### src/rtl/leb128_decoder_if.sv
// Request/response and ROM-port bundle for leb128_decoder.
// master = core + ROM side, slave = decoder.
interface leb128_decoder_if #(
  parameter int unsigned MEM_DEPTH = 4,
  parameter int unsigned MEM_EXTRA = 4
);
  localparam int unsigned AW = MEM_DEPTH + 1;
  localparam int unsigned DW = (2 ** MEM_EXTRA) * 8;

  logic          start;
  logic [AW-1:0] pc;
  logic          is_signed;
  logic          is_64;
  logic          busy;
  logic          done;
  logic [63:0]   value;
  logic [3:0]    length;
  logic [AW-1:0] next_pc;
  logic [1:0]    error;
  logic [AW-1:0] mem_addr;
  logic [MEM_EXTRA-1:0] mem_extra;
  logic [DW-1:0] mem_data;
  logic          mem_error;

  modport master (
    output start, pc, is_signed, is_64, mem_data, mem_error,
    input  busy, done, value, length, next_pc, error, mem_addr, mem_extra
  );

  modport slave (
    input  start, pc, is_signed, is_64, mem_data, mem_error,
    output busy, done, value, length, next_pc, error, mem_addr, mem_extra
  );
endinterface

### src/rtl/leb128_decoder.sv
// LEB128 immediate fetcher/decoder over a one-cycle-latency ROM port.
// Optional LEB128_STRICT_EN: range-check the final permitted byte (error 2 on violation).
module leb128_decoder #(
  parameter int unsigned MEM_DEPTH = 4,
  parameter int unsigned MEM_EXTRA = 4
) (
  input  logic             clk,
  input  logic             reset,
  leb128_decoder_if.slave  bus
);
  localparam int unsigned AW = MEM_DEPTH + 1;
  localparam int unsigned DW = (2 ** MEM_EXTRA) * 8;

  typedef enum logic {IDLE, READ} state_t;

  state_t        state_q, state_d;
  logic [AW-1:0] pc_q, pc_d;
  logic          sgn_q, sgn_d;
  logic          w64_q, w64_d;
  logic          vld_q, vld_d;
  logic [63:0]   acc_q, acc_d;
  logic [AW-1:0] addr_q, addr_d;
  logic          busy_q, busy_d;
  logic          done_q, done_d;
  logic [63:0]   value_q, value_d;
  logic [3:0]    length_q, length_d;
  logic [AW-1:0] next_pc_q, next_pc_d;
  logic [1:0]    error_q, error_d;

  logic [7:0]    byte_c;
  logic [3:0]    cnt_inc_c;
  logic          last_c;
  logic [63:0]   merged_c;
  logic [63:0]   ext_c;
  logic [63:0]   final_c;
  logic          strict_bad_c;
  logic          unused_c;

  assign byte_c    = bus.mem_data[7:0];
  assign unused_c  = ^bus.mem_data[DW-1:8];
  assign cnt_inc_c = length_q + 4'd1;
  assign last_c    = (length_q == (w64_q ? 4'd9 : 4'd4));

  // Merge the 7 payload bits at position 7*i, then sign/zero extend.
  always_comb begin
    merged_c = acc_q | (64'(byte_c[6:0]) << (7'(length_q) * 7'd7));
    ext_c    = merged_c;
    if (sgn_q && byte_c[6]) begin
      ext_c = merged_c | (~64'd0 << (7'(cnt_inc_c) * 7'd7));
    end
    if (w64_q) begin
      final_c = ext_c;
    end else begin
      final_c = {(sgn_q ? {32{ext_c[31]}} : 32'd0), ext_c[31:0]};
    end
  end

`ifdef LEB128_STRICT_EN
  // Excess bits of the final byte must be a pure extension of the value.
  always_comb begin
    strict_bad_c = 1'b0;
    if (!sgn_q) begin
      strict_bad_c = w64_q ? (|byte_c[6:1]) : (|byte_c[6:4]);
    end else if (w64_q) begin
      strict_bad_c = !((byte_c[6:0] == 7'h00) || (byte_c[6:0] == 7'h7F));
    end else begin
      strict_bad_c = !((byte_c[6:3] == 4'h0) || (byte_c[6:3] == 4'hF));
    end
  end
`else
  assign strict_bad_c = 1'b0;
`endif

  always_comb begin
    logic          fin;
    logic [1:0]    fin_err;
    logic [3:0]    fin_len;
    logic [63:0]   fin_val;

    state_d   = state_q;
    pc_d      = pc_q;
    sgn_d     = sgn_q;
    w64_d     = w64_q;
    vld_d     = vld_q;
    acc_d     = acc_q;
    addr_d    = addr_q;
    busy_d    = busy_q;
    done_d    = 1'b0;
    value_d   = value_q;
    length_d  = length_q;
    next_pc_d = next_pc_q;
    error_d   = error_q;
    fin       = 1'b0;
    fin_err   = 2'd0;
    fin_len   = cnt_inc_c;
    fin_val   = 64'd0;

    case (state_q)
      IDLE: begin
        if (bus.start) begin
          state_d  = READ;
          pc_d     = bus.pc;
          sgn_d    = bus.is_signed;
          w64_d    = bus.is_64;
          vld_d    = 1'b0;
          acc_d    = 64'd0;
          length_d = 4'd0;
          error_d  = 2'd0;
          addr_d   = bus.pc;
          busy_d   = 1'b1;
        end
      end
      READ: begin
        addr_d = addr_q + AW'(1);
        vld_d  = 1'b1;
        // First READ cycle only issues; data for the first address lands next.
        if (vld_q) begin
          if (bus.mem_error) begin
            fin     = 1'b1;
            fin_err = 2'd1;
            fin_len = length_q;
          end else if (byte_c[7]) begin
            if (last_c) begin
              fin     = 1'b1;
              fin_err = 2'd2;
            end else begin
              acc_d    = merged_c;
              length_d = cnt_inc_c;
            end
          end else if (last_c && strict_bad_c) begin
            fin     = 1'b1;
            fin_err = 2'd2;
          end else begin
            fin     = 1'b1;
            fin_val = final_c;
          end
        end
        if (fin) begin
          state_d   = IDLE;
          busy_d    = 1'b0;
          done_d    = 1'b1;
          value_d   = fin_val;
          length_d  = fin_len;
          error_d   = fin_err;
          next_pc_d = pc_q + AW'(fin_len);
        end
      end
      default: state_d = IDLE;
    endcase
  end

  always_ff @(posedge clk) begin
    if (!reset) begin
      state_q   <= IDLE;
      pc_q      <= '0;
      sgn_q     <= 1'b0;
      w64_q     <= 1'b0;
      vld_q     <= 1'b0;
      acc_q     <= 64'd0;
      addr_q    <= '0;
      busy_q    <= 1'b0;
      done_q    <= 1'b0;
      value_q   <= 64'd0;
      length_q  <= 4'd0;
      next_pc_q <= '0;
      error_q   <= 2'd0;
    end else begin
      state_q   <= state_d;
      pc_q      <= pc_d;
      sgn_q     <= sgn_d;
      w64_q     <= w64_d;
      vld_q     <= vld_d;
      acc_q     <= acc_d;
      addr_q    <= addr_d;
      busy_q    <= busy_d;
      done_q    <= done_d;
      value_q   <= value_d;
      length_q  <= length_d;
      next_pc_q <= next_pc_d;
      error_q   <= error_d;
    end
  end

  assign bus.busy      = busy_q;
  assign bus.done      = done_q;
  assign bus.value     = value_q;
  assign bus.length    = length_q;
  assign bus.next_pc   = next_pc_q;
  assign bus.error     = error_q;
  assign bus.mem_addr  = addr_q;
  assign bus.mem_extra = '0;

endmodule

### src/flat_wrapper.sv
// flat-port wrapper written by rule: the top's interface ports become plain ports
module leb128_decoder_flat 
#(
  parameter int unsigned MEM_DEPTH = 4,
  parameter int unsigned MEM_EXTRA = 4
)
  (clk, reset, bus_start, bus_pc, bus_is_signed, bus_is_64, bus_mem_data, bus_mem_error, bus_busy, bus_done, bus_value, bus_length, bus_next_pc, bus_error, bus_mem_addr, bus_mem_extra);
  leb128_decoder_if #(.MEM_DEPTH(MEM_DEPTH), .MEM_EXTRA(MEM_EXTRA)) bus_i ();
  input  logic clk;
  input  logic reset;
  input wire logic [$bits(bus_i.start)-1:0] bus_start;
  input wire logic [$bits(bus_i.pc)-1:0] bus_pc;
  input wire logic [$bits(bus_i.is_signed)-1:0] bus_is_signed;
  input wire logic [$bits(bus_i.is_64)-1:0] bus_is_64;
  input wire logic [$bits(bus_i.mem_data)-1:0] bus_mem_data;
  input wire logic [$bits(bus_i.mem_error)-1:0] bus_mem_error;
  output wire logic [$bits(bus_i.busy)-1:0] bus_busy;
  output wire logic [$bits(bus_i.done)-1:0] bus_done;
  output wire logic [$bits(bus_i.value)-1:0] bus_value;
  output wire logic [$bits(bus_i.length)-1:0] bus_length;
  output wire logic [$bits(bus_i.next_pc)-1:0] bus_next_pc;
  output wire logic [$bits(bus_i.error)-1:0] bus_error;
  output wire logic [$bits(bus_i.mem_addr)-1:0] bus_mem_addr;
  output wire logic [$bits(bus_i.mem_extra)-1:0] bus_mem_extra;
  assign bus_i.start = bus_start;
  assign bus_i.pc = bus_pc;
  assign bus_i.is_signed = bus_is_signed;
  assign bus_i.is_64 = bus_is_64;
  assign bus_i.mem_data = bus_mem_data;
  assign bus_i.mem_error = bus_mem_error;
  assign bus_busy = bus_i.busy;
  assign bus_done = bus_i.done;
  assign bus_value = bus_i.value;
  assign bus_length = bus_i.length;
  assign bus_next_pc = bus_i.next_pc;
  assign bus_error = bus_i.error;
  assign bus_mem_addr = bus_i.mem_addr;
  assign bus_mem_extra = bus_i.mem_extra;
  leb128_decoder #(.MEM_DEPTH(MEM_DEPTH), .MEM_EXTRA(MEM_EXTRA)) u_core (.clk(clk), .reset(reset), .bus(bus_i));
endmodule
### config.mk
export PLATFORM = sky130hd
export DESIGN_NAME = leb128_decoder_flat
export DESIGN_NICKNAME = d
export VERILOG_FILES = /design/src/rtl/leb128_decoder_if.sv /design/src/rtl/leb128_decoder.sv /design/src/flat_wrapper.sv
export SDC_FILE = /design/constraint.sdc
export NUM_CORES = 1
export LEC_CHECK = 0
export ABC_AREA = 1
export BUFFER_PORTS_ARGS = -buffer_cell sky130_fd_sc_hd__buf_2
export CAP_MARGIN = 25
export CELL_PAD_IN_SITES_DETAIL_PLACEMENT = 1
export CELL_PAD_IN_SITES_GLOBAL_PLACEMENT = 1
export CORE_MARGIN = 2
export CORE_UTILIZATION = 39
export DETAILED_ROUTE_END_ITERATION = 10
export MAX_ROUTING_LAYER = met4
export PLACE_DENSITY_LB_ADDON = 0.1
export RECOVER_POWER = 25
export SETUP_SLACK_MARGIN = 0.02
export SLEW_MARGIN = 20
export SYNTH_ARGS = -nofsm -noshare
export SYNTH_HDL_FRONTEND = slang
export SYNTH_SLANG_ARGS = --single-unit
### constraint.sdc
create_clock -name clk -period 7.7 [get_ports clk]
set_input_delay 1.54 -clock clk [delete_from_list [all_inputs] [get_ports clk]]
set_output_delay 1.54 -clock clk [all_outputs]
set_load 0.1 [all_outputs]
; ---- Word level (Yosys, flattened, before mapping)
; Cells that the tools add are included.
[totals]
register_bits = 155
out_inout_bits = 86
elab_cells = 87
[op_classes]
add_sub_neg = 3
n_mul = 2
eq_ne = 11
shift = 2
muxes = 46
n_bitwise = 3
reduce_logical = 7
[ops]
columns = op, n
row1 = 64-bit two-way mux, 10
row2 = 64-bit bitwise OR, 2
row3 = 64-bit one-hot mux with 2 select lines, 1
row4 = "64-bit by 7-bit left shift with 64-bit output, first input constant", 1
row5 = 7-bit by 7-bit left shift with 64-bit output, 1
row6 = 4-bit two-way mux, 10
row7 = 32-bit two-way mux, 1
row8 = "4-bit by 3-bit multiplier with 7-bit output, second input constant", 2
row9 = 2-bit two-way mux, 6
row10 = "2-bit != test, second input constant", 6
row11 = "3-bit != test, second input constant", 4
row12 = 1-bit two-way mux, 11
row13 = 5-bit one-hot mux with 2 select lines, 1
row14 = 5-bit AND reduction, 2
row15 = 4-bit one-hot mux with 2 select lines, 1
row16 = 2-bit AND reduction, 4
row17 = 1-bit one-hot mux with 2 select lines, 3
row18 = "5-bit by 1-bit adder with 5-bit output, second input constant", 1
row19 = 5-bit by 4-bit adder with 5-bit output, 1
row20 = 5-bit two-way mux, 1
row21 = "4-bit by 1-bit adder with 4-bit output, second input constant", 1
row22 = 4-bit equality test, 1
row23 = 2-bit one-hot mux with 2 select lines, 1
row24 = 1-bit logical AND, 1
row25 = 1-bit NOT, 1

; ---- Longest topological paths before layout
; Gate-level depths: netlist of run 1.
[depth]
word_depth = 10
ltp_mapped = 21

; ---- Least setup slack after synthesis of run 1
; Ideal clock, no wire load.
[synth_timing]
path_kind = register to register
startpoint = reg u_core.length_q[0] (netlist: u_core.bus.length[0])
endpoint = reg u_core.value_q[25] (netlist: u_core.bus.value[25])
arrival_time_ns = 3.877
setup_slack_ns = 3.762
path_stages_with_launch = 20
path_buffers = 4
period_less_slack_ns = 3.938
path_cell_list = dfxtp_1 buf_4 inv_2 buf_2 ha_1 xor2_1 xor2_1 ha_1 fa_1 a21oi_1 nand2_2 nand2_4 nand2_4 inv_4 nand2_4 buf_6 buf_6 o21ai_1 nand2_1 nand2_1
[synth_via]
elab_chain_len = 9
word_cells_on_any_way = 19
classes_between = add/sub: 1 / mul: 2 / eq/ne: 1 / shift: 2 / mux: 10 / bitwise: 2 / reduce/logical: 1
[synth_lines]
columns = element, line_no
row1 = start: declaration, leb128_decoder.sv:26  ; logic [3:0] length_q, length_d;
row2 = start signal: assignment, leb128_decoder.sv:178  ; length_q <= length_d;
row3 = 4-bit by 1-bit adder with 4-bit output / 4-bit by 3-bit multiplier with 7-bit output (equally long branches), "leb128_decoder.sv:41, leb128_decoder.sv:46"
row4 = 4-bit by 3-bit multiplier with 7-bit output / 7-bit by 7-bit left shift with 64-bit output (equally long branches), "leb128_decoder.sv:49, leb128_decoder.sv:46"
row5 = 64-bit by 7-bit left shift with 64-bit output / 64-bit bitwise OR (equally long branches), "leb128_decoder.sv:49, leb128_decoder.sv:46"
row6 = 64-bit bitwise OR, leb128_decoder.sv:49  ; ext_c = merged_c | (~64'd0 << (7'(cnt_inc_c) * 7'd7));
row7 = 64-bit two-way mux, leb128_decoder.sv:48  ; if (sgn_q && byte_c[6]) begin
row8 = 64-bit two-way mux, leb128_decoder.sv:51  ; if (w64_q) begin
row9 = 64-bit two-way mux, leb128_decoder.sv:122  ; end else if (byte_c[7]) begin
row10 = 64-bit two-way mux, leb128_decoder.sv:118  ; if (bus.mem_error) begin
row11 = 64-bit two-way mux, leb128_decoder.sv:117  ; if (vld_q) begin
row12 = end signal: assignment, leb128_decoder.sv:177  ; value_q <= value_d;
row13 = end: declaration, leb128_decoder.sv:25  ; logic [63:0] value_q, value_d;
; Parallel ways exist; a longest one is shown, timed or not. The select of a mux whose other input is x is not followed.
; A chain may end at the register's enable or synchronous reset.

; ---- Worst setup path after layout of run 1
[layout_timing]
startpoint = reg u_core.length_q[1] (netlist: u_core.bus.length[1])
endpoint = reg u_core.value_q[59] (netlist: u_core.bus.value[59])
[layout_via]
elab_chain_len = 10
word_cells_on_any_way = 20
classes_between = add/sub: 1 / mul: 2 / eq/ne: 1 / shift: 2 / mux: 11 / bitwise: 2 / reduce/logical: 1
[layout_lines]
columns = element, line_no
row1 = 4-bit by 1-bit adder with 4-bit output / 4-bit by 3-bit multiplier with 7-bit output (equally long branches), "leb128_decoder.sv:41, leb128_decoder.sv:46"
row2 = 4-bit by 3-bit multiplier with 7-bit output / 7-bit by 7-bit left shift with 64-bit output (equally long branches), "leb128_decoder.sv:49, leb128_decoder.sv:46"
row3 = 64-bit by 7-bit left shift with 64-bit output / 64-bit bitwise OR (equally long branches), "leb128_decoder.sv:49, leb128_decoder.sv:46"
row4 = 64-bit bitwise OR, leb128_decoder.sv:49
row5 = 64-bit two-way mux, leb128_decoder.sv:48
row6 = 32-bit two-way mux, leb128_decoder.sv:54  ; final_c = {(sgn_q ? {32{ext_c[31]}} : 32'd0), ext_c[31:0]};
row7 = 64-bit two-way mux, leb128_decoder.sv:51
row8 = 64-bit two-way mux, leb128_decoder.sv:122
row9 = 64-bit two-way mux, leb128_decoder.sv:118
row10 = 64-bit two-way mux, leb128_decoder.sv:117
; Parallel ways exist; a longest one is shown, timed or not. The select of a mux whose other input is x is not followed.

==> flow_metrics.env, run 1 <==
export IMPL_result_of_the_run="complete, no violations"
export IMPL_cts_buffers=17
export IMPL_clock_root_buffer="sky130_fd_sc_hd__clkbuf_16"
export IMPL_portBuffers=100
export IMPL_syn2layout_area_growth_pct=13.8
export IMPL_netlist_area_leader_share_pct=41.2
export IMPL_minimum_setup_slack_after_placement_ns=2.89
export IMPL_timing_max_cap_violations=0
export IMPL_grt_start_max_net_pins=54
export IMPL_layout_drive_gt1_share_pct=9.00
export IMPL_min_period_over_period_pct=61.7
export IMPL_drt_iter0_markers=382
export IMPL_dp_hpwl_um=18100
export IMPL_power_per_unit_of_standard_cell_area_nw_per_um2=226
export IMPL_die_h_um=143
export IMPL_finalWorstSetupSlack_ns=2.95
export IMPL_netlist_instances=1110
export IMPL_register_bit_total_from_synthesis=155
export IMPL_cts_num_sinks=155
export IMPL_max_slew_worst_pin_slew_ns=1.18
export IMPL_initial_core_util_pct=40.0
export IMPL_drt_pre_antenna_iters=5
export IMPL_criticalPathCategory="flip-flop to flip-flop"
export IMPL_slowest_stage="sky130_fd_sc_hd__dfxtp_1"
export IMPL_max_clk_rate_ghz=0.211
export IMPL_cp_start_kind="flip-flop"
export IMPL_ys_async_sr_fraction_pct=0
export IMPL_synth_enable_flop_cells=0
export IMPL_synth_top_cell_by_area="sky130_fd_sc_hd__dfxtp_1"
export IMPL_timing_critical_path_cells="inv_1 -> ha_1 -> xor2_1 -> inv_1 -> ha_1 -> a31o_2 -> ha_1 -> a21oi_1 -> nand2_2 -> nand2_4 -> nand2_4 -> inv_4 -> nand2_4 -> nand2_1 -> nand2_1 -> nand2_4 -> nand2_1 -> nand2_1"
export IMPL_route_detailed_drc=0
export IMPL_irDropWorstVdd_mv=0.158
export IMPL_finalSetupViolations=0
export IMPL_synth_commonest_cells="sky130_fd_sc_hd__nand2_1 (313), sky130_fd_sc_hd__dfxtp_1 (155), sky130_fd_sc_hd__nor2_1 (124), sky130_fd_sc_hd__o21ai_0 (100), sky130_fd_sc_hd__inv_1 (96)"
export IMPL_path_clk_slew_ns=0.07
export IMPL_fin_setup_tns_ns=0
export IMPL_synth_ff_type="sky130_fd_sc_hd__dfxtp_1"
export IMPL_yosysMostFrequentCell="sky130_fd_sc_hd__nand2_1"
export IMPL_total_power_uw=1940
export IMPL_required_ns=8.07
export IMPL_post_cts_resize_count=0
export IMPL_worst_clock_skew_ns=0.00928
export IMPL_gp_routability_congestion=0.922
export IMPL_post_route_min_period_ns=4.75
export IMPL_floorplan_die_area_um2=20500
export IMPL_avgSynthCellArea_um2=6.79
export IMPL_maxSlewViolCount=0
export IMPL_detail_route_wirelength_um=25400
export IMPL_utilization_pct=45.6
export IMPL_antenna_violating_nets_post_route=0
export IMPL_ys_warn_count=0
export IMPL_hold_viol=0
export IMPL_grt_setup_unrepaired="false"
export IMPL_clkLatencyLatePin_ns=0.43
export IMPL_crit_family="simple AND/OR/NAND/NOR gates"
export IMPL_ys_types=37
export IMPL_antenna_found_initial=0
export IMPL_drt_wirelength_per_cell_um=17.5
export IMPL_static_leakage_power_uw=0.00394
export IMPL_worst_path_largest_cell_delay_ns=0.83
export IMPL_vias_per_cell=5.09
export IMPL_finalNetCount=1330
export IMPL_worst_path_buf_inv=3
export IMPL_die_x_um=143
export IMPL_post_synth_instance_area_um2=7540
export IMPL_worst_slew_margin_rel_pct=21.6
export IMPL_gr_total_overflow=0
export IMPL_worstHoldPathType="flip-flop to flip-flop"
export IMPL_route_vias_total=7369
export IMPL_core_rowCount=50
export IMPL_crit_path_max_fanout=32
export IMPL_endpoint_kind="flip-flop"
export IMPL_clockBufferDepth=2
export IMPL_seq_area_frac_synth_pct=41.2
export IMPL_groute_usage_overall_pct=26.3
export IMPL_cp_data_arrival_time_ns=5.12
export IMPL_cts_tree="yes"
export IMPL_postCtsSetupBuffers=0
export IMPL_grt_pass1_vias=7354
export IMPL_clock_tree_htree_level_count=4
export IMPL_ioPinCount=225
export IMPL_insertedDiodeCount=0
export IMPL_grt_first_pass_wirelength_um=40400
export IMPL_largest_cells_by_area_after_synthesis="sky130_fd_sc_hd__dfxtp_1 (41%), sky130_fd_sc_hd__nand2_1 (16%), sky130_fd_sc_hd__o21ai_0 (6.6%), sky130_fd_sc_hd__nor2_1 (6.2%), sky130_fd_sc_hd__nand3_1 (5.5%)"
export IMPL_number_of_hold_buffers_added_after_cts=0
export IMPL_design_core_area_um2=18800
-- final cells by class --
cell class                      instances  area (um^2)
Tap cell                              260          325
Clock buffer                           18          439
Multi-Input combinational cell        787         3670
Timing Repair Buffer                  107          493
Sequential cell                       155         3100
Clock inverter                         14          135
Fill cell                            2533        10200
Inverter                              108          410
-- power by group --
group / switching, uW / internal (uW) / total (uW) / leakage (uW)
clock network: 375 / 461 / 836 / 0.000281
logic: 226 / 59.3 / 286 / 0.00241
registers: 11.9 / 810 / 821 / 0.00125
total: 613 / 1330 / 1940 / 0.00394
-- worst reg2reg max path, stage by stage, from the launching register on --
cell                      delay [ns]
sky130_fd_sc_hd__dfxtp_1        0.83
sky130_fd_sc_hd__inv_1          0.44
sky130_fd_sc_hd__ha_1           0.49
sky130_fd_sc_hd__xor2_1         0.22
sky130_fd_sc_hd__inv_1          0.07
sky130_fd_sc_hd__ha_1           0.19
sky130_fd_sc_hd__a31o_2         0.21
sky130_fd_sc_hd__ha_1           0.37
sky130_fd_sc_hd__a21oi_1        0.25
sky130_fd_sc_hd__nand2_2        0.10
sky130_fd_sc_hd__nand2_4        0.11
sky130_fd_sc_hd__nand2_4        0.16
sky130_fd_sc_hd__inv_4          0.22
sky130_fd_sc_hd__nand2_4        0.28
sky130_fd_sc_hd__nand2_1        0.19
sky130_fd_sc_hd__nand2_1        0.10
sky130_fd_sc_hd__nand2_4        0.27
sky130_fd_sc_hd__nand2_1        0.13
sky130_fd_sc_hd__nand2_1        0.07
-- cells by family after synthesis --
kind of cell,share of synthesized area [%]
simple gates,30.4
other cells,0.0497
xor+xnor,1.05
compound gates,14.4
buf+inv,10.2
fa+ha+maj,2.69
flops,41.2
-- sequential cells by signal, indices dropped and copies added, names as in the netlist --
name,count
u_core.acc_q,64
u_core.bus.busy,1
u_core.bus.done,1
u_core.bus.error,2
u_core.bus.length,4
u_core.bus.mem_addr,5
u_core.bus.next_pc,5
u_core.bus.value,64
u_core.pc_q,5
u_core.sgn_q,1
u_core.state_q,1
u_core.vld_q,1
u_core.w64_q,1
-- routing by layer --
layer  track usage, %  wire, um  vias up
met5                -         0        -
met4             10.0       714        0
met3             3.66       855       35
met2             42.1     12000      124
met1             33.9     11800     3544
li1                 -         -     3666
-- layout by cell type, fill, tap and decap left out, types with 17 or more instances in the layout --
cell | Yosys | routed
sky130_fd_sc_hd__nand2_1 | 313 | 313
sky130_fd_sc_hd__inv_1 | 96 | 96
sky130_fd_sc_hd__nor2_1 | 124 | 125
sky130_fd_sc_hd__clkbuf_16 | 0 | 17
sky130_fd_sc_hd__o21ai_1 | 23 | 23
sky130_fd_sc_hd__nand3_1 | 83 | 83
sky130_fd_sc_hd__a21oi_1 | 60 | 60
sky130_fd_sc_hd__clkbuf_1 | 31 | 58
sky130_fd_sc_hd__o21ai_0 | 100 | 100
sky130_fd_sc_hd__dfxtp_1 | 155 | 155
sky130_fd_sc_hd__buf_2 | 11 | 42
-- per-stage QoR --
stage                     hold WS, ns  instance area, um^2  cells
final                           0.450                 8580   1449
after global routing            0.470                 8580   1449
after floorplan                 0.429                 7550   1113
after detailed placement        0.436                 8080   1417
after CTS                       0.452                 8660   1449
after global placement          0.433                 8060   1416
-- final timing paths --
| kind | startpoint | to | slack [ns] | cells after the start |
|---|---|---|---|---|
| min | u_core.bus.value[14]$_SDFFE_PN0P_ | u_core.bus.value[14]$_SDFFE_PN0P_ | 0.45 | 2 |
| min reg2reg | u_core.bus.value[14]$_SDFFE_PN0P_ | u_core.bus.value[14]$_SDFFE_PN0P_ | 0.45 | 2 |
| max reg2reg | u_core.bus.length[1]$_SDFFE_PN0P_ | u_core.bus.value[59]$_SDFFE_PN0P_ | 2.95 | 18 |
| max | u_core.bus.length[1]$_SDFFE_PN0P_ | u_core.bus.value[59]$_SDFFE_PN0P_ | 2.95 | 18 |
Power figures use the tool's default switching activity.
==> run 2, diff against run 1 <==
- CORE_UTILIZATION: 39 -> 36
- clock period: 7.7 -> 4.6 ns (I/O delays scaled with it)
==> run 2 against run 1 <==
Compared with the run above: core utilization shrank 2.9 points; largest cell class unchanged; first-iteration DRC count grew 23%; cell area grew 1.3%; sequential power grew 67%; highest routed layer unchanged; clock skew grew 0.0021 ns.
==> flow_metrics.env, run 2 (synthesized netlist as in run 1, its figures left out) <==
export IMPL_max_clk_rate_ghz=0.254
export IMPL_fin_setup_tns_ns=0
export IMPL_die_h_um=149
export IMPL_cts_buffers=17
export IMPL_irDropWorstVdd_mv=0.258
export IMPL_dp_hpwl_um=18800
export IMPL_post_route_min_period_ns=3.93
export IMPL_drt_iter0_markers=471
export IMPL_criticalPathCategory="flip-flop to flip-flop"
export IMPL_number_of_hold_buffers_added_after_cts=0
export IMPL_ioPinCount=225
export IMPL_finalWorstSetupSlack_ns=0.670
export IMPL_gp_routability_congestion=0.880
export IMPL_minimum_setup_slack_after_placement_ns=0.746
export IMPL_clock_tree_htree_level_count=4
export IMPL_drt_wirelength_per_cell_um=17.7
export IMPL_result_of_the_run="complete, no violations"
export IMPL_clkLatencyLatePin_ns=0.44
export IMPL_antenna_found_initial=0
export IMPL_groute_usage_overall_pct=25.0
export IMPL_initial_core_util_pct=37.0
export IMPL_clock_root_buffer="sky130_fd_sc_hd__clkbuf_16"
export IMPL_core_rowCount=52
export IMPL_max_slew_worst_pin_slew_ns=1.17
export IMPL_floorplan_die_area_um2=22100
export IMPL_finalNetCount=1341
export IMPL_detail_route_wirelength_um=26100
export IMPL_gr_total_overflow=0
export IMPL_route_vias_total=7443
export IMPL_grt_first_pass_wirelength_um=41400
export IMPL_drt_pre_antenna_iters=8
export IMPL_worstHoldPathType="flip-flop to flip-flop"
export IMPL_postCtsSetupBuffers=0
export IMPL_required_ns=4.99
export IMPL_final_cell_mix="sky130_fd_sc_hd__nand2_1 (314), sky130_fd_sc_hd__dfxtp_1 (155), sky130_fd_sc_hd__nor2_1 (125)"
export IMPL_vias_per_cell=5.06
export IMPL_cts_tree="yes"
export IMPL_worst_clock_skew_ns=0.0114
export IMPL_die_x_um=149
export IMPL_crit_path_max_fanout=32
export IMPL_static_leakage_power_uw=0.00407
export IMPL_grt_pass1_vias=7484
export IMPL_min_period_over_period_pct=85.4
export IMPL_portBuffers=100
export IMPL_hold_viol=0
export IMPL_maxSlewViolCount=0
export IMPL_grt_start_max_net_pins=47
export IMPL_timing_max_cap_violations=0
export IMPL_cts_num_sinks=155
export IMPL_syn2layout_area_growth_pct=15.3
export IMPL_post_cts_resize_count=0
export IMPL_path_clk_slew_ns=0.07
export IMPL_antenna_violating_nets_post_route=0
export IMPL_layout_commonest_cell="sky130_fd_sc_hd__nand2_1"
export IMPL_cp_data_arrival_time_ns=4.32
export IMPL_finalSetupViolations=0
export IMPL_insertedDiodeCount=0
export IMPL_route_detailed_drc=0
export IMPL_layout_drive_gt1_share_pct=11.3
export IMPL_grt_setup_unrepaired="false"
export IMPL_worst_slew_margin_rel_pct=22.3
export IMPL_total_power_uw=3270
export IMPL_cp_start_kind="flip-flop"
export IMPL_clockBufferDepth=2
export IMPL_power_per_unit_of_standard_cell_area_nw_per_um2=377
export IMPL_design_core_area_um2=20400
export IMPL_endpoint_kind="flip-flop"
-- run 2: cell types whose count changed in the layout (fill, tap and decap cells not counted), moves of 2 or more --
cell / delta
sky130_fd_sc_hd__buf_2: +20
sky130_fd_sc_hd__clkbuf_1: -20
sky130_fd_sc_hd__buf_4: +11
sky130_fd_sc_hd__inv_6: +2
-- run 2: final timing paths --
path / depth (start not counted) / slack (ns) / endpoint / startpoint
max: 20 / 0.67 / u_core.bus.value[39]$_SDFFE_PN0P_ / u_core.bus.length[1]$_SDFFE_PN0P_
min: 2 / 0.45 / u_core.bus.value[7]$_SDFFE_PN0P_ / u_core.bus.value[7]$_SDFFE_PN0P_
max reg2reg: 20 / 0.67 / u_core.bus.value[39]$_SDFFE_PN0P_ / u_core.bus.length[1]$_SDFFE_PN0P_
min reg2reg: 2 / 0.45 / u_core.bus.value[7]$_SDFFE_PN0P_ / u_core.bus.value[7]$_SDFFE_PN0P_
-- run 2: cell type report --
cell class	instances	area, um^2
Clock buffer	17	425
Tap cell	270	338
Clock inverter	15	150
Multi-Input combinational cell	787	3660
Timing Repair Buffer	118	601
Sequential cell	155	3100
Inverter	108	410
Fill cell	2683	11700
-- run 2: report_power, final --
part	total, uW	switching, uW	internal (uW)
Clock	1410	642	764
Sequential	1370	16.5	1350
Combinational	496	387	109
Total	3270	1050	2230
-- run 2: through the flow --
step	area [um^2]	hold WS, ns	cells	utilization (%)
after floorplan	7550	0.429	1113	-
after global placement	8160	0.434	1437	40.1
after detailed placement	8180	0.434	1438	40.2
after CTS	8750	0.450	1470	43.0
after global routing	8690	0.468	1470	42.7
final	8690	0.448	1470	42.7
-- run 2: routing by layer --
metal	GRT usage, %	share of wire, %
met5	-	0
met3	3.77	3.1
met2	41.7	49
met1	31.7	47
met4	6.90	1.7
-- run 2: critical path, stage by stage (launching register included) --
cell and delay [ns]:
sky130_fd_sc_hd__dfxtp_1 0.58, sky130_fd_sc_hd__ha_1 0.33, sky130_fd_sc_hd__inv_1 0.11, sky130_fd_sc_hd__nand2_2 0.11, sky130_fd_sc_hd__nand2_4 0.09, sky130_fd_sc_hd__xor2_1 0.21
sky130_fd_sc_hd__inv_1 0.07, sky130_fd_sc_hd__ha_1 0.19, sky130_fd_sc_hd__a31o_2 0.22, sky130_fd_sc_hd__ha_1 0.37, sky130_fd_sc_hd__a21oi_1 0.21, sky130_fd_sc_hd__nand2_2 0.09
sky130_fd_sc_hd__nand2_4 0.11, sky130_fd_sc_hd__nand2_4 0.15, sky130_fd_sc_hd__inv_4 0.11, sky130_fd_sc_hd__nand2_4 0.18, sky130_fd_sc_hd__nand2_1 0.14, sky130_fd_sc_hd__nand2_1 0.09
sky130_fd_sc_hd__nand2_4 0.28, sky130_fd_sc_hd__nand2_1 0.15, sky130_fd_sc_hd__nand2_1 0.07
==> run 3, diff against run 2 <==
- CORE_ASPECT_RATIO: not set -> 1.1
==> run 3 against run 2 <==
Compared with the run above: register-to-register slack improved by 0.15 ns; clock-buffer cell count increased by 2; via count about the same; core utilization decreased by 0.37 points; clock skew decreased by 0.00063 ns; non-clock buffer count increased by 1; clock power about the same; sequential share of layout area decreased by 0.056 points.
==> flow_metrics.env, run 3 (synthesized netlist as in run 1, its figures left out) <==
export IMPL_result_of_the_run="complete, no violations"
export IMPL_number_of_hold_buffers_added_after_cts=0
export IMPL_worst_path_buf_inv=3
export IMPL_route_detailed_drc=0
export IMPL_clkLatencyLatePin_ns=0.43
export IMPL_utilization_pct=42.3
export IMPL_drt_pre_antenna_iters=5
export IMPL_timing_max_cap_violations=0
export IMPL_power_per_unit_of_standard_cell_area_nw_per_um2=381
export IMPL_cts_buffers=17
export IMPL_dp_hpwl_um=18700
export IMPL_ff_latch_area_um2=3100
export IMPL_floorplan_die_area_um2=22100
export IMPL_route_vias_total=7438
export IMPL_endpoint_kind="flip-flop"
export IMPL_worst_path_largest_cell_delay_ns=0.58
export IMPL_cts_tree="yes"
export IMPL_criticalPathCategory="flip-flop to flip-flop"
export IMPL_timing_critical_path_cells="ha_1 -> nand2_1 -> nand2_4 -> xor2_1 -> inv_1 -> ha_1 -> fa_1 -> xnor2_1 -> nand2_1 -> buf_4 -> nor2_1 -> inv_1 -> o21bai_1 -> nor2_1 -> nor2_1 -> nand2_1 -> nand2_1"
export IMPL_post_cts_resize_count=0
export IMPL_grt_start_max_net_pins=47
export IMPL_max_clk_rate_ghz=0.265
export IMPL_crit_path_max_fanout=11
export IMPL_multi_input_area_um2=3660
export IMPL_irDropWorstVdd_mv=0.241
export IMPL_hold_viol=0
export IMPL_min_period_over_period_pct=82.1
export IMPL_maxSlewViolCount=0
export IMPL_clockBufferDepth=2
export IMPL_grt_first_pass_wirelength_um=41100
export IMPL_required_ns=4.97
export IMPL_gr_total_overflow=0
export IMPL_grt_setup_unrepaired="false"
export IMPL_die_h_um=156
export IMPL_design_core_area_um2=20600
export IMPL_clock_tree_htree_level_count=4
export IMPL_post_route_min_period_ns=3.78
export IMPL_portBuffers=100
export IMPL_finalSetupViolations=0
export IMPL_cp_start_kind="flip-flop"
export IMPL_fin_setup_tns_ns=0
export IMPL_die_x_um=142
export IMPL_initial_core_util_pct=36.6
export IMPL_worst_clock_skew_ns=0.0107
export IMPL_slowest_stage="sky130_fd_sc_hd__dfxtp_1"
export IMPL_core_rowCount=55
export IMPL_cts_num_sinks=155
export IMPL_antenna_violating_nets_post_route=0
export IMPL_cp_data_arrival_time_ns=4.15
export IMPL_crit_family="adder cells"
export IMPL_syn2layout_area_growth_pct=15.5
export IMPL_n_fill_cell=2743
export IMPL_layout_commonest_cell="sky130_fd_sc_hd__nand2_1"
export IMPL_minimum_setup_slack_after_placement_ns=0.859
export IMPL_antenna_found_initial=0
export IMPL_drt_iter0_markers=356
export IMPL_max_slew_worst_pin_slew_ns=1.24
export IMPL_worstHoldPathType="flip-flop to flip-flop"
export IMPL_gp_routability_congestion=0.870
export IMPL_layout_drive_gt1_share_pct=11.0
export IMPL_static_leakage_power_uw=0.00409
export IMPL_finalNetCount=1342
export IMPL_grt_pass1_vias=7537
export IMPL_worst_slew_margin_rel_pct=17.4
export IMPL_insertedDiodeCount=0
export IMPL_path_clk_slew_ns=0.06
export IMPL_drt_wirelength_per_cell_um=17.9
export IMPL_clock_root_buffer="sky130_fd_sc_hd__clkbuf_16"
export IMPL_detail_route_wirelength_um=26000
export IMPL_critical_path_top_cell_by_count="sky130_fd_sc_hd__nand2_1"
export IMPL_final_cell_mix="sky130_fd_sc_hd__nand2_1 (315), sky130_fd_sc_hd__dfxtp_1 (155), sky130_fd_sc_hd__nor2_1 (125)"
export IMPL_hold_worst_slack_ns=0.446
export IMPL_finalWorstSetupSlack_ns=0.822
export IMPL_groute_usage_overall_pct=24.8
export IMPL_postCtsSetupBuffers=0
export IMPL_ioPinCount=225
export IMPL_vias_per_cell=5.11
[run 3: changes by cell type in the layout (fill, tap and decap cells not counted), moves of 2 or more]
| cell | change |
|---|---|
| sky130_fd_sc_hd__inv_8 | -3 |
| sky130_fd_sc_hd__inv_6 | -6 |
| sky130_fd_sc_hd__bufinv_16 | +2 |
| sky130_fd_sc_hd__clkinv_4 | +3 |
| sky130_fd_sc_hd__buf_2 | +2 |
[run 3: final cells by class]
| type | instances | share of cell area, % |
|---|---|---|
| timing repair buffer | 119 | 7.12 |
| tap | 256 | 3.68 |
| clock buffer | 19 | 5.09 |
| sequential | 155 | 35.7 |
| inverter | 108 | 4.72 |
| multi-input combinational | 787 | 42.1 |
| clock inverter | 11 | 1.70 |
[run 3: through the flow]
step | instance area (um^2) | cells | power, uW
floorplan | 7550 | 1113 | 1740
global placement | 8160 | 1424 | 1900
finish | 8700 | 1455 | 3320
detailed placement | 8180 | 1425 | 1900
CTS | 8770 | 1455 | 3350
global route | 8700 | 1455 | 3450
[run 3: worst paths after layout]
kind                                     startpoint                           endpoint  slack [ns]  depth (start not counted)
setup reg to reg  u_core.bus.length[1]$_SDFFE_PN0P_  u_core.bus.value[38]$_SDFFE_PN0P_        0.82                         17
hold / removal    u_core.bus.value[48]$_SDFFE_PN0P_  u_core.bus.value[48]$_SDFFE_PN0P_        0.45                          2
setup / recovery  u_core.bus.length[1]$_SDFFE_PN0P_  u_core.bus.value[38]$_SDFFE_PN0P_        0.82                         17
hold reg to reg   u_core.bus.value[48]$_SDFFE_PN0P_  u_core.bus.value[48]$_SDFFE_PN0P_        0.45                          2
[run 3: power by group]
| part | internal [uW] | leakage, uW | switching (uW) | total, uW |
|---|---|---|---|---|
| clock | 862 | 0.000289 | 579 | 1440 |
| sequential | 1360 | 0.00125 | 16.7 | 1370 |
| combinational | 114 | 0.00255 | 390 | 504 |
| total | 2330 | 0.00409 | 986 | 3320 |
[run 3: routing by layer]
| metal | vias to the layer above | GRT usage [%] | share of wire, % |
|---|---|---|---|
| li1 | 3684 | - | - |
| met1 | 3558 | 29.9 | 44 |
| met2 | 156 | 42.8 | 50 |
| met3 | 40 | 2.92 | 3.0 |
| met4 | 0 | 9.24 | 2.8 |
| met5 | - | - | 0 |
[run 3: worst register-to-register path, cell delays in order (launching register included)]
cell and delay (ns):
sky130_fd_sc_hd__dfxtp_1 0.58, sky130_fd_sc_hd__ha_1 0.35, sky130_fd_sc_hd__nand2_1 0.14, sky130_fd_sc_hd__nand2_4 0.17
sky130_fd_sc_hd__xor2_1 0.23, sky130_fd_sc_hd__inv_1 0.07, sky130_fd_sc_hd__ha_1 0.33, sky130_fd_sc_hd__fa_1 0.46
sky130_fd_sc_hd__xnor2_1 0.27, sky130_fd_sc_hd__nand2_1 0.15, sky130_fd_sc_hd__buf_4 0.18, sky130_fd_sc_hd__nor2_1 0.10
sky130_fd_sc_hd__inv_1 0.08, sky130_fd_sc_hd__o21bai_1 0.30, sky130_fd_sc_hd__nor2_1 0.09, sky130_fd_sc_hd__nor2_1 0.09
sky130_fd_sc_hd__nand2_1 0.08, sky130_fd_sc_hd__nand2_1 0.06
